--- config.mk ---
export PLATFORM = sky130hd
export DESIGN_NAME = keynsham_uart_bus_master
export DESIGN_NICKNAME = d
export VERILOG_FILES = /design/src/rtl/keynsham_uart_bus_master_pkg.sv /design/src/rtl/keynsham_uart_bus_master.sv
export SDC_FILE = /design/constraint.sdc
export NUM_CORES = 1
export LEC_CHECK = 0
export BUFFER_PORTS_ARGS = -buffer_cell sky130_fd_sc_hd__buf_2
export CAP_MARGIN = 15
export CORE_MARGIN = 1
export CORE_UTILIZATION = 45
export CTS_CLUSTER_DIAMETER = 200
export DETAILED_ROUTE_END_ITERATION = 12
export PLACE_DENSITY = 0.67
export SETUP_SLACK_MARGIN = 0.05
export SLEW_MARGIN = 20
export SYNTH_ARGS = -nofsm -noshare
export SYNTH_HDL_FRONTEND = slang
export SYNTH_SLANG_ARGS = --single-unit
export TNS_END_PERCENT = 30
--- constraint.sdc ---
create_clock -name clk -period 5.2 [get_ports clk]
set_input_delay 0 -clock clk [delete_from_list [all_inputs] [get_ports clk]]
set_output_delay 0 -clock clk [all_outputs]
set_load 0.02 [all_outputs]
--- src/rtl/keynsham_uart_bus_master_pkg.sv ---
// Shared definitions for the keynsham UART debug bus master.
// Holds the frame command codes, response status codes and FSM state encodings.
// Ports: none (package only).
package keynsham_uart_bus_master_pkg;

  localparam logic [7:0] DBG_CMD_READ       = 8'h01;
  localparam logic [7:0] DBG_CMD_WRITE      = 8'h02;

  localparam logic [7:0] DBG_STATUS_OK      = 8'h00;
  localparam logic [7:0] DBG_STATUS_BUSERR  = 8'h01;
  localparam logic [7:0] DBG_STATUS_TIMEOUT = 8'h02;
  localparam logic [7:0] DBG_STATUS_BADCMD  = 8'h03;

  typedef enum logic [2:0] {
    ST_IDLE        = 3'd0,
    ST_ADDR        = 3'd1,
    ST_DATA        = 3'd2,
    ST_BUS         = 3'd3,
    ST_RESP_STATUS = 3'd4,
    ST_RESP_DATA   = 3'd5
  } state_t;

endpackage

--- src/rtl/keynsham_uart_bus_master.sv ---
// UART-driven debug bus initiator: parses read/write frames from the uart receiver,
// issues one 32-bit keynsham bus access per frame, and returns status (+ read data) bytes.
// Ports: clk/rst_n; uart rx byte i/f (rx_data, rx_rdy, rx_rdy_clr); uart tx byte i/f
// (tx_din, tx_wr_en, tx_busy); bus initiator (bus_access .. bus_data); busy = not idle.
module keynsham_uart_bus_master
  import keynsham_uart_bus_master_pkg::*;
#(
  parameter int unsigned ack_timeout = 1024
) (
  input  logic        clk,
  input  logic        rst_n,
  input  logic [7:0]  rx_data,
  input  logic        rx_rdy,
  output logic        rx_rdy_clr,
  output logic [7:0]  tx_din,
  output logic        tx_wr_en,
  input  logic        tx_busy,
  output logic        bus_access,
  output logic [29:0] bus_addr,
  output logic [31:0] bus_wr_val,
  output logic        bus_wr_en,
  output logic [3:0]  bus_bytesel,
  input  logic        bus_ack,
  input  logic        bus_error,
  input  logic [31:0] bus_data,
  output logic        busy
);

  localparam logic [15:0] TMO_LAST = 16'(ack_timeout - 1);

  state_t      state, state_nxt;
  logic [1:0]  byte_cnt, byte_cnt_nxt;
  logic        cmd_wr, cmd_wr_nxt;
  logic [23:0] addr_hi, addr_hi_nxt;
  logic [31:0] data_sr, data_sr_nxt;   // write data while receiving, read data while replying
  logic [7:0]  status, status_nxt;
  logic [15:0] tmo_cnt, tmo_cnt_nxt;
  logic        tx_inflight, tx_inflight_nxt;
  logic        tx_seen_busy, tx_seen_busy_nxt;

  logic        rx_rdy_clr_nxt, tx_wr_en_nxt, bus_access_nxt, bus_wr_en_nxt;
  logic [7:0]  tx_din_nxt;
  logic [29:0] bus_addr_nxt;
  logic [31:0] bus_wr_val_nxt;
  logic [3:0]  bus_bytesel_nxt;

  logic rx_take, tx_can_issue, tx_done;

  // The uart needs a cycle to drop rx_rdy after our clear pulse, so never
  // sample it in the cycle the pulse is out.
  assign rx_take      = rx_rdy && !rx_rdy_clr;
  // A byte is finished only once the transmitter has gone busy and come back.
  assign tx_can_issue = !tx_inflight && !tx_busy;
  assign tx_done      = tx_inflight && tx_seen_busy && !tx_busy;
  assign busy         = (state != ST_IDLE);

  always_ff @(posedge clk or negedge rst_n) begin
    if (!rst_n) begin
      state        <= ST_IDLE;
      byte_cnt     <= '0;
      cmd_wr       <= 1'b0;
      addr_hi      <= '0;
      data_sr      <= '0;
      status       <= '0;
      tmo_cnt      <= '0;
      tx_inflight  <= 1'b0;
      tx_seen_busy <= 1'b0;
      rx_rdy_clr   <= 1'b0;
      tx_din       <= '0;
      tx_wr_en     <= 1'b0;
      bus_access   <= 1'b0;
      bus_addr     <= '0;
      bus_wr_val   <= '0;
      bus_wr_en    <= 1'b0;
      bus_bytesel  <= '0;
    end else begin
      state        <= state_nxt;
      byte_cnt     <= byte_cnt_nxt;
      cmd_wr       <= cmd_wr_nxt;
      addr_hi      <= addr_hi_nxt;
      data_sr      <= data_sr_nxt;
      status       <= status_nxt;
      tmo_cnt      <= tmo_cnt_nxt;
      tx_inflight  <= tx_inflight_nxt;
      tx_seen_busy <= tx_seen_busy_nxt;
      rx_rdy_clr   <= rx_rdy_clr_nxt;
      tx_din       <= tx_din_nxt;
      tx_wr_en     <= tx_wr_en_nxt;
      bus_access   <= bus_access_nxt;
      bus_addr     <= bus_addr_nxt;
      bus_wr_val   <= bus_wr_val_nxt;
      bus_wr_en    <= bus_wr_en_nxt;
      bus_bytesel  <= bus_bytesel_nxt;
    end
  end

  always_comb begin
    state_nxt        = state;
    byte_cnt_nxt     = byte_cnt;
    cmd_wr_nxt       = cmd_wr;
    addr_hi_nxt      = addr_hi;
    data_sr_nxt      = data_sr;
    status_nxt       = status;
    tmo_cnt_nxt      = tmo_cnt;
    tx_inflight_nxt  = tx_inflight;
    tx_seen_busy_nxt = tx_seen_busy;
    rx_rdy_clr_nxt   = 1'b0;
    tx_din_nxt       = tx_din;
    tx_wr_en_nxt     = 1'b0;
    bus_access_nxt   = bus_access;
    bus_addr_nxt     = bus_addr;
    bus_wr_val_nxt   = bus_wr_val;
    bus_wr_en_nxt    = bus_wr_en;
    bus_bytesel_nxt  = bus_bytesel;

    if (tx_inflight && tx_busy) tx_seen_busy_nxt = 1'b1;
    if (tx_done) begin
      tx_inflight_nxt  = 1'b0;
      tx_seen_busy_nxt = 1'b0;
    end

    case (state)
      ST_IDLE: begin
        if (rx_take) begin
          rx_rdy_clr_nxt = 1'b1;
          byte_cnt_nxt   = '0;
          if (rx_data == DBG_CMD_READ || rx_data == DBG_CMD_WRITE) begin
            cmd_wr_nxt = (rx_data == DBG_CMD_WRITE);
            state_nxt  = ST_ADDR;
          end else begin
            status_nxt = DBG_STATUS_BADCMD;
            state_nxt  = ST_RESP_STATUS;
          end
        end
      end

      ST_ADDR: begin
        if (rx_take) begin
          rx_rdy_clr_nxt = 1'b1;
          byte_cnt_nxt   = byte_cnt + 2'd1;
          addr_hi_nxt    = {addr_hi[15:0], rx_data};
          if (byte_cnt == 2'd3) begin
            // Last address byte: bits [1:0] drop out of the word address here.
            bus_addr_nxt = {addr_hi, rx_data[7:2]};
            state_nxt    = cmd_wr ? ST_DATA : ST_BUS;
          end
        end
      end

      ST_DATA: begin
        if (rx_take) begin
          rx_rdy_clr_nxt = 1'b1;
          byte_cnt_nxt   = byte_cnt + 2'd1;
          data_sr_nxt    = {data_sr[23:0], rx_data};
          if (byte_cnt == 2'd3) state_nxt = ST_BUS;
        end
      end

      ST_BUS: begin
        if (!bus_access) begin
          bus_access_nxt  = 1'b1;
          bus_wr_en_nxt   = cmd_wr;
          bus_wr_val_nxt  = data_sr;
          bus_bytesel_nxt = 4'hf;
          tmo_cnt_nxt     = '0;
        end else begin
          // Error outranks ack; ack outranks a timeout landing on the same cycle.
          if (bus_error || bus_ack || tmo_cnt == TMO_LAST) begin
            bus_access_nxt  = 1'b0;
            bus_bytesel_nxt = '0;
            state_nxt       = ST_RESP_STATUS;
          end
          if (bus_error) begin
            status_nxt = DBG_STATUS_BUSERR;
          end else if (bus_ack) begin
            status_nxt = DBG_STATUS_OK;
            if (!cmd_wr) data_sr_nxt = bus_data;
          end else if (tmo_cnt == TMO_LAST) begin
            status_nxt = DBG_STATUS_TIMEOUT;
          end else begin
            tmo_cnt_nxt = tmo_cnt + 16'd1;
          end
        end
      end

      ST_RESP_STATUS: begin
        if (tx_can_issue) begin
          tx_din_nxt       = status;
          tx_wr_en_nxt     = 1'b1;
          tx_inflight_nxt  = 1'b1;
          tx_seen_busy_nxt = 1'b0;
        end else if (tx_done) begin
          byte_cnt_nxt = '0;
          state_nxt    = (status == DBG_STATUS_OK && !cmd_wr) ? ST_RESP_DATA : ST_IDLE;
        end
      end

      ST_RESP_DATA: begin
        if (tx_can_issue) begin
          tx_din_nxt       = data_sr[31:24];
          tx_wr_en_nxt     = 1'b1;
          tx_inflight_nxt  = 1'b1;
          tx_seen_busy_nxt = 1'b0;
        end else if (tx_done) begin
          data_sr_nxt  = {data_sr[23:0], 8'h00};
          byte_cnt_nxt = byte_cnt + 2'd1;
          if (byte_cnt == 2'd3) state_nxt = ST_IDLE;
        end
      end

      default: state_nxt = ST_IDLE;
    endcase
  end

endmodule

=== Word level (Yosys, flattened, before mapping) ===
Index checks and enable logic that the tools add are counted.

* Bits in registers: 166
* Bits of input ports: 46
* Output and inout port bits: 79
* Word-level logic and storage cells: 147

* Add/subtract/negate cells: 2
* Equal/unequal tests: 33
* Multiplexer cells: 60
* Bitwise operators: 1
* Reduce and logical (&&, ||, !) cells: 34

{| class="wikitable"
|+ Operators with widths
! operator !! count
|-
| 32-bit 2-to-1 mux || 7
|-
| 32-bit one-hot mux with 3 select lines || 1
|-
| 16-bit 2-to-1 mux || 4
|-
| 8-bit 2-to-1 mux || 8
|-
| 3-bit 2-to-1 mux || 14
|-
| 2-bit != test, second input constant || 21
|-
| 8-bit one-hot mux with 2 select lines || 2
|-
| 3-bit one-hot mux with 6 select lines || 1
|-
| 16-bit by 1-bit adder with 16-bit output, second input constant || 1
|-
| 16-bit by 10-bit == test with 1-bit output, second input constant || 1
|-
| 1-bit 2-to-1 mux || 14
|-
| 2-bit 2-to-1 mux || 6
|-
| 12-bit AND reduction || 1
|-
| 3-bit AND reduction || 3
|-
| 8-bit by 1-bit == test with 1-bit output, second input constant || 1
|-
| 8-bit by 2-bit == test with 1-bit output, second input constant || 1
|-
| 8-bit logical NOT || 1
|-
| 4-bit 2-to-1 mux || 2
|-
| 2-bit one-hot mux with 4 select lines || 1
|-
| 8-bit AND reduction || 1
|-
| 7-bit AND reduction || 1
|-
| 3-bit by 2-bit == test with 1-bit output, second input constant || 2
|-
| 3-bit == test, second input constant || 2
|-
| 1-bit logical AND || 6
|-
| other kinds (17) || 28
|}

=== Longest topological paths before layout ===
Gate-level depths: netlist of run 1.

* Depth in word-level cells: 6
* Depth in mapped cells: 7
* Gate-level depth less buffers: 6

=== Least setup slack after synthesis of run 1 ===
OpenSTA, ideal clock, no wires.

* Path type: flip-flop to flip-flop
* From: reg tmo_cnt[0]
* To: reg tmo_cnt[7]
* Setup time: 0.078 ns
* Arrival: 1.732 ns
* Required time: 5.122 ns
* Setup slack: 3.390 ns
* Stages on the path, launching flop included: 7
* Buffers on the path: 0
* Clock period less this slack: 1.810 ns
* Cell sequence: dfrtp_1 -> ha_1 -> and3_1 -> and3_1 -> a21o_1 -> or4_1 -> a21oi_1

* Word-level cells in the longest chain between the ends: 5
* Elaborated cells between the ends (all ways): 8
* Those cells by class: add/sub: 1; eq/ne: 2; mux: 4; reduce/logical: 1

{| class="wikitable"
|+ RTL lines
! element !! RTL line !! source
|-
| start: declaration || keynsham_uart_bus_master.sv:37 || <nowiki>logic [15:0] tmo_cnt, tmo_cnt_nxt;</nowiki>
|-
| start signal: assignment || keynsham_uart_bus_master.sv:83 || <nowiki>tmo_cnt <= tmo_cnt_nxt;</nowiki>
|-
| 16-bit by 1-bit adder with 16-bit output || keynsham_uart_bus_master.sv:181 || <nowiki>tmo_cnt_nxt = tmo_cnt + 16'd1;</nowiki>
|-
| 16-bit 2-to-1 mux || keynsham_uart_bus_master.sv:178 || <nowiki>end else if (tmo_cnt == TMO_LAST) begin</nowiki>
|-
| 16-bit 2-to-1 mux || keynsham_uart_bus_master.sv:175 || <nowiki>end else if (bus_ack) begin</nowiki>
|-
| 16-bit 2-to-1 mux || keynsham_uart_bus_master.sv:173 || <nowiki>if (bus_error) begin</nowiki>
|-
| 16-bit 2-to-1 mux || keynsham_uart_bus_master.sv:160 || <nowiki>if (!bus_access) begin</nowiki>
|}

Several ways; a longest one is shown, not always the timed one. The select of a mux whose other input is x is not followed.
A chain may end at the register's enable or synchronous reset.

=== Worst setup path in the final report of run 1 ===
* From: reg state[0]
* To: reg data_sr[4]

* Word-level cells in the longest chain between the ends: 3
* Elaborated cells between the ends (all ways): 13
* Those cells by class: eq/ne: 10; mux: 1; reduce/logical: 2

{| class="wikitable"
|+ RTL lines
! element !! RTL line !! source
|-
| start: declaration || keynsham_uart_bus_master.sv:31 || <nowiki>state_t state, state_nxt;</nowiki>
|-
| start signal: assignment || keynsham_uart_bus_master.sv:77 || <nowiki>state <= state_nxt;</nowiki>
|-
| 3-bit by 2-bit == test with 1-bit output or 3-bit == test (tied branches) || keynsham_uart_bus_master.sv:122 || <nowiki>case (state)</nowiki>
|-
| 2-bit != test (no line) or 3-bit nonzero test (tied branches) || - ||
|-
| 8-bit AND reduction (no line) || - ||
|-
| end signal: assignment || keynsham_uart_bus_master.sv:81 || <nowiki>data_sr <= data_sr_nxt;</nowiki>
|-
| end: declaration || keynsham_uart_bus_master.sv:35 || <nowiki>logic [31:0] data_sr, data_sr_nxt;</nowiki>
|}

Several ways; a longest one is shown, not always the timed one.

==> summary.md, run 1 <==
| Metric | Value |
|---|---|
| DIE AREA | between 15000 and 20000 um2 |
| Number of inserted diodes | 0 |
| Worst EP required | 5.55 ns |
| I/O pins | 125 |
| Top cell type's share of synthesized area | 0.581 |
| Nets@finish | 800 |
| Hold Vio Cnt, Final | 0 |
| Peak supply drop | 0.377 mV |
| Mapped Area | 6760 um2 |
| Fmax | 372 MHz |
| Worst-path fanout max | 32 |
| Worst-path cell chain | and3b_1 > buf_4 > a22oi_1 > dlygate4sd3_1 > a21oi_1 |
| Vias per inst | 5.41 |
| FF-to-FF Start | state[0]$_DFFE_PN0P_ |
| Setup Crit Path Kind | register to register |
| Setup ws final | 2.51 ns |
| CTS Buf Count | 17 |
| Max Slew Vio Count | 0 |
| Max-cap violations | 0 |
| Clock power frac | 0.256 |
| Post-CTS setup buffers | 0 |
| Post-route cell area | 8580 um2 |
| Final Cycle Share | 0.516 |
| Reg2Reg Setup Slack | 2.51 ns |
| Hold slack final | 0.0148 ns |
| Worst Hold End | rx_rdy_clr$_DFF_PN0_ |
| Critical Path Slowest Stage Cell | dfrtp_1 |
| Unrepaired setup endpoints after global routing | false |
| P_sw | between 1.5 and 2 mW |
| Vias in the first global route | a little over 5000 |
| Ys Warns | 0 |
| Synth Net Count | 639 |
| Clock Skew | 0.0159 ns |
| Post-synth EDFFs | 0 |
| IO Port Bufs | 124 |
| DP HPWL | 10200 um |
| Sequential Power Share | 0.423 |
| Register bit total from synthesis | 157 |
| Syn_area_per_cell | around 11 um2 |
| Hold depth | 3 |
| Max_slew headroom | 0.340 |
| Static leakage | 4.17 nW |
| CTS tree | yes |
| Tot GR Track Use | 0.214 |
| Setup TNS | 0 ns |
| Switch share | 0.368 |
| Combinational fraction of design power | 0.320 |
| Clk sinks | 157 |
| Place WS | roughly 2.5 ns |
| Ranking of synthesized cells by area | dfrtp_1 58%, mux2_2 14%, nand2_1 4.4% |
| Reg2Reg Depth | 5 |
| Most frequent cell after synthesis | dfrtp_1 |
| Arr. time, crit path | 3.04 ns |
| CP max stage delay | 0.79 ns |
| Starting DRT DRC Count | 288 |
| Drt first pass iters | 4 |
| Hold Crit Class | input port to register |
| Root buffer cell | clkbuf_16 |
| Pwr Density | 584 nW/um2 |
| DP Area | 7510 um2 |
| Antenna violations before repair | 0 |
| Die Wd | 125 um |
| Min-delay src | rx_rdy |
| Critical path depth in cells | 5 |
| Clock Latency Late Sink | 0.43 ns |
| # fillers | ~1200 |
| Yosys cell types | 56 |
| DRC violations left | 0 |
| R2R Path End | data_sr[4]$_DFFE_PN0P_ |
| Cell accounting for the most synthesized area | dfrtp_1 |
| Largest net degree at the start of global routing | 104 |
| H-tree levels | 4 |
| First-pass GRT wire length | 26200 um |
| CP Buf/Inv Count | 2 |
| Clock transition at path regs | 0.06 ns |
| Layout cells sized above 1 | 0.333 |
| Antenna viol nets, final | 0 |
| Total grt overflow | 0 |
| Routed length per instance | 16.8 um |
| # rows | 44 |
| Crit path time final | 2.69 ns |
| Worst-margin pin slew | 0.988 ns |
| Status | finished clean |
| Via count | 5136 |
| Worst setup SP type | register |
| Internal power | 3.17 mW |
| Ys async rst share | 1.00 |
| Chip height | ~120 um |
| Core outline area | 14600 um2 |
| Area Growth Syn to Fin | 26.9% |
| Clock Path Buffers | 2 |
| Ys flop type | dfrtp_1 |
| Delay-heaviest family, CP | buffers and inverters |
| Final WL | ~16000 um |
| Worst Setup End Kind | register |
| Final setup violating endpoints | 0 |
| Synthesized instance count | around 600 |
| Seq/Total Area, Yosys | 0.581 |
| Top post-synthesis cells by count | 157 x dfrtp_1, 85 x mux2_2, 80 x nand2_1 |
| Starting Density | 0.464 |
| Routability cong. | around 0.84 |
-- area by class of cell --
type	count	area, um2	share of cell area
Clock buffer	18	439	0.0512
Clock inverter	14	175	0.0204
Inverter	13	48.8	0.00569
Multi-Input combinational cell	388	2640	0.307
Sequential cell	157	3930	0.458
Tap cell	184	230	0.0268
Timing Repair Buffer	175	1120	0.131
-- worst max-delay path by stage --
| stage | from | end |
|---|---|---|
| global route | state[0]$_DFFE_PN0P_ | bus_addr[0]$_DFFE_PN0P_ |
| floorplan | tmo_cnt[0]$_DFFE_PN0P_ | tmo_cnt[7]$_DFFE_PN0P_ |
| global placement | state[0]$_DFFE_PN0P_ | bus_addr[17]$_DFFE_PN0P_ |
| finish | state[0]$_DFFE_PN0P_ | data_sr[4]$_DFFE_PN0P_ |
| detailed placement | state[0]$_DFFE_PN0P_ | bus_addr[25]$_DFFE_PN0P_ |
| CTS | state[0]$_DFFE_PN0P_ | bus_addr[25]$_DFFE_PN0P_ |
-- worst register-to-register path, stage by stage (launching register included) --
cell and delay (ns):
dfrtp_1 0.79, and3b_1 0.50, buf_4 0.43, a22oi_1 0.17
dlygate4sd3_1 0.59, a21oi_1 0.14
-- cell usage in the layout (no fill, tap or decap), types with 6 or more instances in the layout --
cell	netlist	final
dfrtp_1	157	157
buf_2	9	123
mux2_2	85	85
nand2_1	80	80
nor2_1	55	54
dlygate4sd3_1	0	46
a31oi_1	26	26
a21oi_1	20	20
o21ai_0	17	17
clkbuf_16	0	17
inv_1	13	13
a22oi_1	11	11
nand3_1	9	9
nand4_1	7	7
nor3_1	6	6
-- power by group through the flow --
stage,registers (mW),clock network (mW),logic (mW)
finish,2.12,1.29,1.61
global route,2.20,1.35,1.77
CTS,2.12,1.30,1.62
detailed placement,2.14,0,1.58
global placement,2.11,0,1.54
floorplan,2.28,0,0.884
-- kinds of logic after synthesis --
logic type                 share of synthesized area
DFF                                            0.581
adders and majority gates                    0.00370
muxes                                          0.149
buffers and inverters                         0.0316
AOI/OAI and AO/OA                             0.0986
and+or+nand+nor                                0.127
xor gates and xnor gates                     0.00907
-- state kept, by name (all words and copies together) (netlist names) --
name,flops
cmd_wr,1
bus_addr,30
data_sr,32
bus_access,1
tmo_cnt,16
bus_wr_val,32
tx_din,8
tx_inflight,1
bus_bytesel,1
byte_cnt,2
state,3
addr_hi,24
tx_seen_busy,1
bus_wr_en,1
status,2
rx_rdy_clr,1
tx_wr_en,1
-- metal layers --
metal  track usage  up-vias  routed length (um)
met2         0.350      143                7920
li1              -     2422                   -
met3        0.0541       28                 776
met4        0.0943        0                 362
met1         0.267     2543                6840
met5             0        -                   0
-- through the flow --
step                       util  std cells  power [mW]
after floorplan               -        591        3.17
after global placement    0.515        871        3.65
after detailed placement  0.515        871        3.72
after CTS                 0.588        949        5.04
after global routing      0.588        949        5.31
final                     0.588        949        5.01
-- what timing repair did --
action,in CTS,in global routing
endpoints found under the hold margin,153,0
endpoints found under the setup margin,0,0
gates resized for setup,0,0
hold buffers,46,0
Power figures use the tool's default switching activity.
==> inputs of run 2 (changes only) <==
==> constraint.sdc (replaced) <==
create_clock -name clk -period 2.7 [get_ports clk]
set_input_delay 0 -clock clk [delete_from_list [all_inputs] [get_ports clk]]
set_output_delay 0 -clock clk [all_outputs]
set_load 0.02 [all_outputs]
==> summary.md, run 2 (same netlist as run 1, synthesis figures left out) <==
| Metric | Value |
|---|---|
| Largest net degree at the start of global routing | between 70 and 80 |
| Tot GR Track Use | 0.217 |
| Finished Layout Cells | 957 |
| Placed Instances | 878 |
| Worst EP required | 3.05 ns |
| IO Port Bufs | 124 |
| Final WL | 16000 um |
| Clock Path Buffers | 2 |
| Nets@finish | 808 |
| DIE AREA | 15500 um2 |
| Via count | 5172 |
| Max Slew Vio Count | 0 |
| Starting DRT DRC Count | around 350 |
| Routed length per instance | 16.7 um |
| Most common cell after layout, fill and taps aside | dfrtp_1 |
| Total grt overflow | 0 |
| Final setup violating endpoints | 0 |
| Area Growth Syn to Fin | 28.2% |
| Hold Crit Class | input port to asynchronous set/reset pin |
| Core outline area | 14600 um2 |
| Crit path time final | 2.47 ns |
| Cts repair resizes | 0 |
| Starting Density | 0.464 |
| Antenna viol nets, final | 0 |
| Arr. time, crit path | about 2.8 ns |
| Layout cells sized above 1 | 0.338 |
| Root buffer cell | clkbuf_16 |
| Power Total | 9.73 mW |
| Fmax | 405 MHz |
| Vias in the first global route | around 5300 |
| First-pass GRT wire length | 26900 um |
| # fillers | roughly 1100 |
| Max-cap violations | 0 |
| Drt first pass iters | 4 |
| Largest registers | bus_wr_val x32, data_sr x32, bus_addr x30 |
| Reg2Reg Setup Slack | 0.23 ns |
| Number of inserted diodes | 0 |
| Antenna violations before repair | 0 |
| FF+latch area | a little under 4000 um2 |
| Max_slew headroom | 0.530 |
| Most frequent cells in the layout | 157 x dfrtp_1, 123 x buf_2, 85 x mux2_2 |
| Hold Vio Cnt, Final | 0 |
| DP HPWL | 10500 um |
| Clock Latency Late Sink | 0.43 ns |
| Worst-path fanout max | 33 |
| # rows | 44 |
| Static leakage | 4.22 nW |
| H-tree levels | 4 |
| CTS tree | yes |
| CTS Buf Count | 17 |
| Status | finished clean |
| Clock transition at path regs | 0.07 ns |
| Final Cycle Share | 0.915 |
| Post-CTS setup buffers | 0 |
| Worst Setup End Kind | register |
| Clk sinks | 157 |
| Unrepaired setup endpoints after global routing | false |
| I/O pins | 125 |
| Clock Skew | 0.0109 ns |
| Die Wd | 125 um |
| Worst setup SP type | register |
| Worst-margin pin slew | 0.706 ns |
| Cts hold-fix bufs | 47 |
| Chip height | about 120 um |
| Setup TNS | 0 ns |
| R2R Path End | data_sr[1]$_DFFE_PN0P_ |
| FF-to-FF Start | state[2]$_DFFE_PN0P_ |
| DRC violations left | 0 |
| Routability cong. | 0.891 |
| Area occupied by multi-input gates | 2640 um2 |
| Reg2Reg Depth | 5 |
| Setup Crit Path Kind | register to register |
| Pwr Density | 1120 nW/um2 |
| Vias per inst | 5.40 |
| Peak supply drop | 0.641 mV |
==> run 2: metal layers <==
layer,vias up,track usage,wire [um]
li1,2448,-,-
met1,2573,0.275,7020
met2,122,0.356,7900
met3,29,0.0614,751
met4,0,0.0758,292
met5,-,0,0
==> run 2: layout make-up <==
class	count	share of cell area
Clock inverter	14	0.0227
Multi-Input combinational cell	388	0.304
Sequential cell	157	0.453
Clock buffer	18	0.0495
Timing Repair Buffer	183	0.138
Inverter	13	0.00563
Tap cell	184	0.0266
==> run 2: critical path, stage by stage (launching register included) <==
cell and delay, ns:
dfrtp_1 0.59, and3b_1 0.50, buf_4 0.41, a22oi_1 0.16, dlygate4sd3_1 0.58, a21oi_1 0.14
==> run 2: where the power goes <==
part           leakage, nW  switching, mW  total [mW]  internal [mW]
clock                0.302           1.08        2.50           1.42
combinational         1.97           1.79        3.19           1.40
sequential            1.94          0.722        4.04           3.32
total                 4.22           3.59        9.73           6.14
==> run 2: stage by stage <==
stage                     hold slack [ns]  cell area [um2]  worst slack [ns]   util
after floorplan                    -0.296             6760             0.890      -
after global placement             0.0639             7570             0.565  0.519
after detailed placement           0.0766             7570             0.433  0.519
after CTS                           0.200             8670             0.286  0.594
after global routing                0.231             8670            0.0574  0.594
final                               0.174             8670             0.229  0.594
==> run 2: worst max-delay path by stage <==
stage / start / slack [ns] / cells past startpoint / endpoint
finish: state[2]$_DFFE_PN0P_ / 0.23 / 5 / data_sr[1]$_DFFE_PN0P_
global route: state[2]$_DFFE_PN0P_ / 0.06 / 5 / data_sr[1]$_DFFE_PN0P_
CTS: state[2]$_DFFE_PN0P_ / 0.29 / 5 / data_sr[1]$_DFFE_PN0P_
detailed placement: state[2]$_DFFE_PN0P_ / 0.43 / 6 / bus_addr[4]$_DFFE_PN0P_
global placement: state[2]$_DFFE_PN0P_ / 0.57 / 6 / bus_addr[17]$_DFFE_PN0P_
floorplan: tmo_cnt[0]$_DFFE_PN0P_ / 0.89 / 6 / tmo_cnt[7]$_DFFE_PN0P_
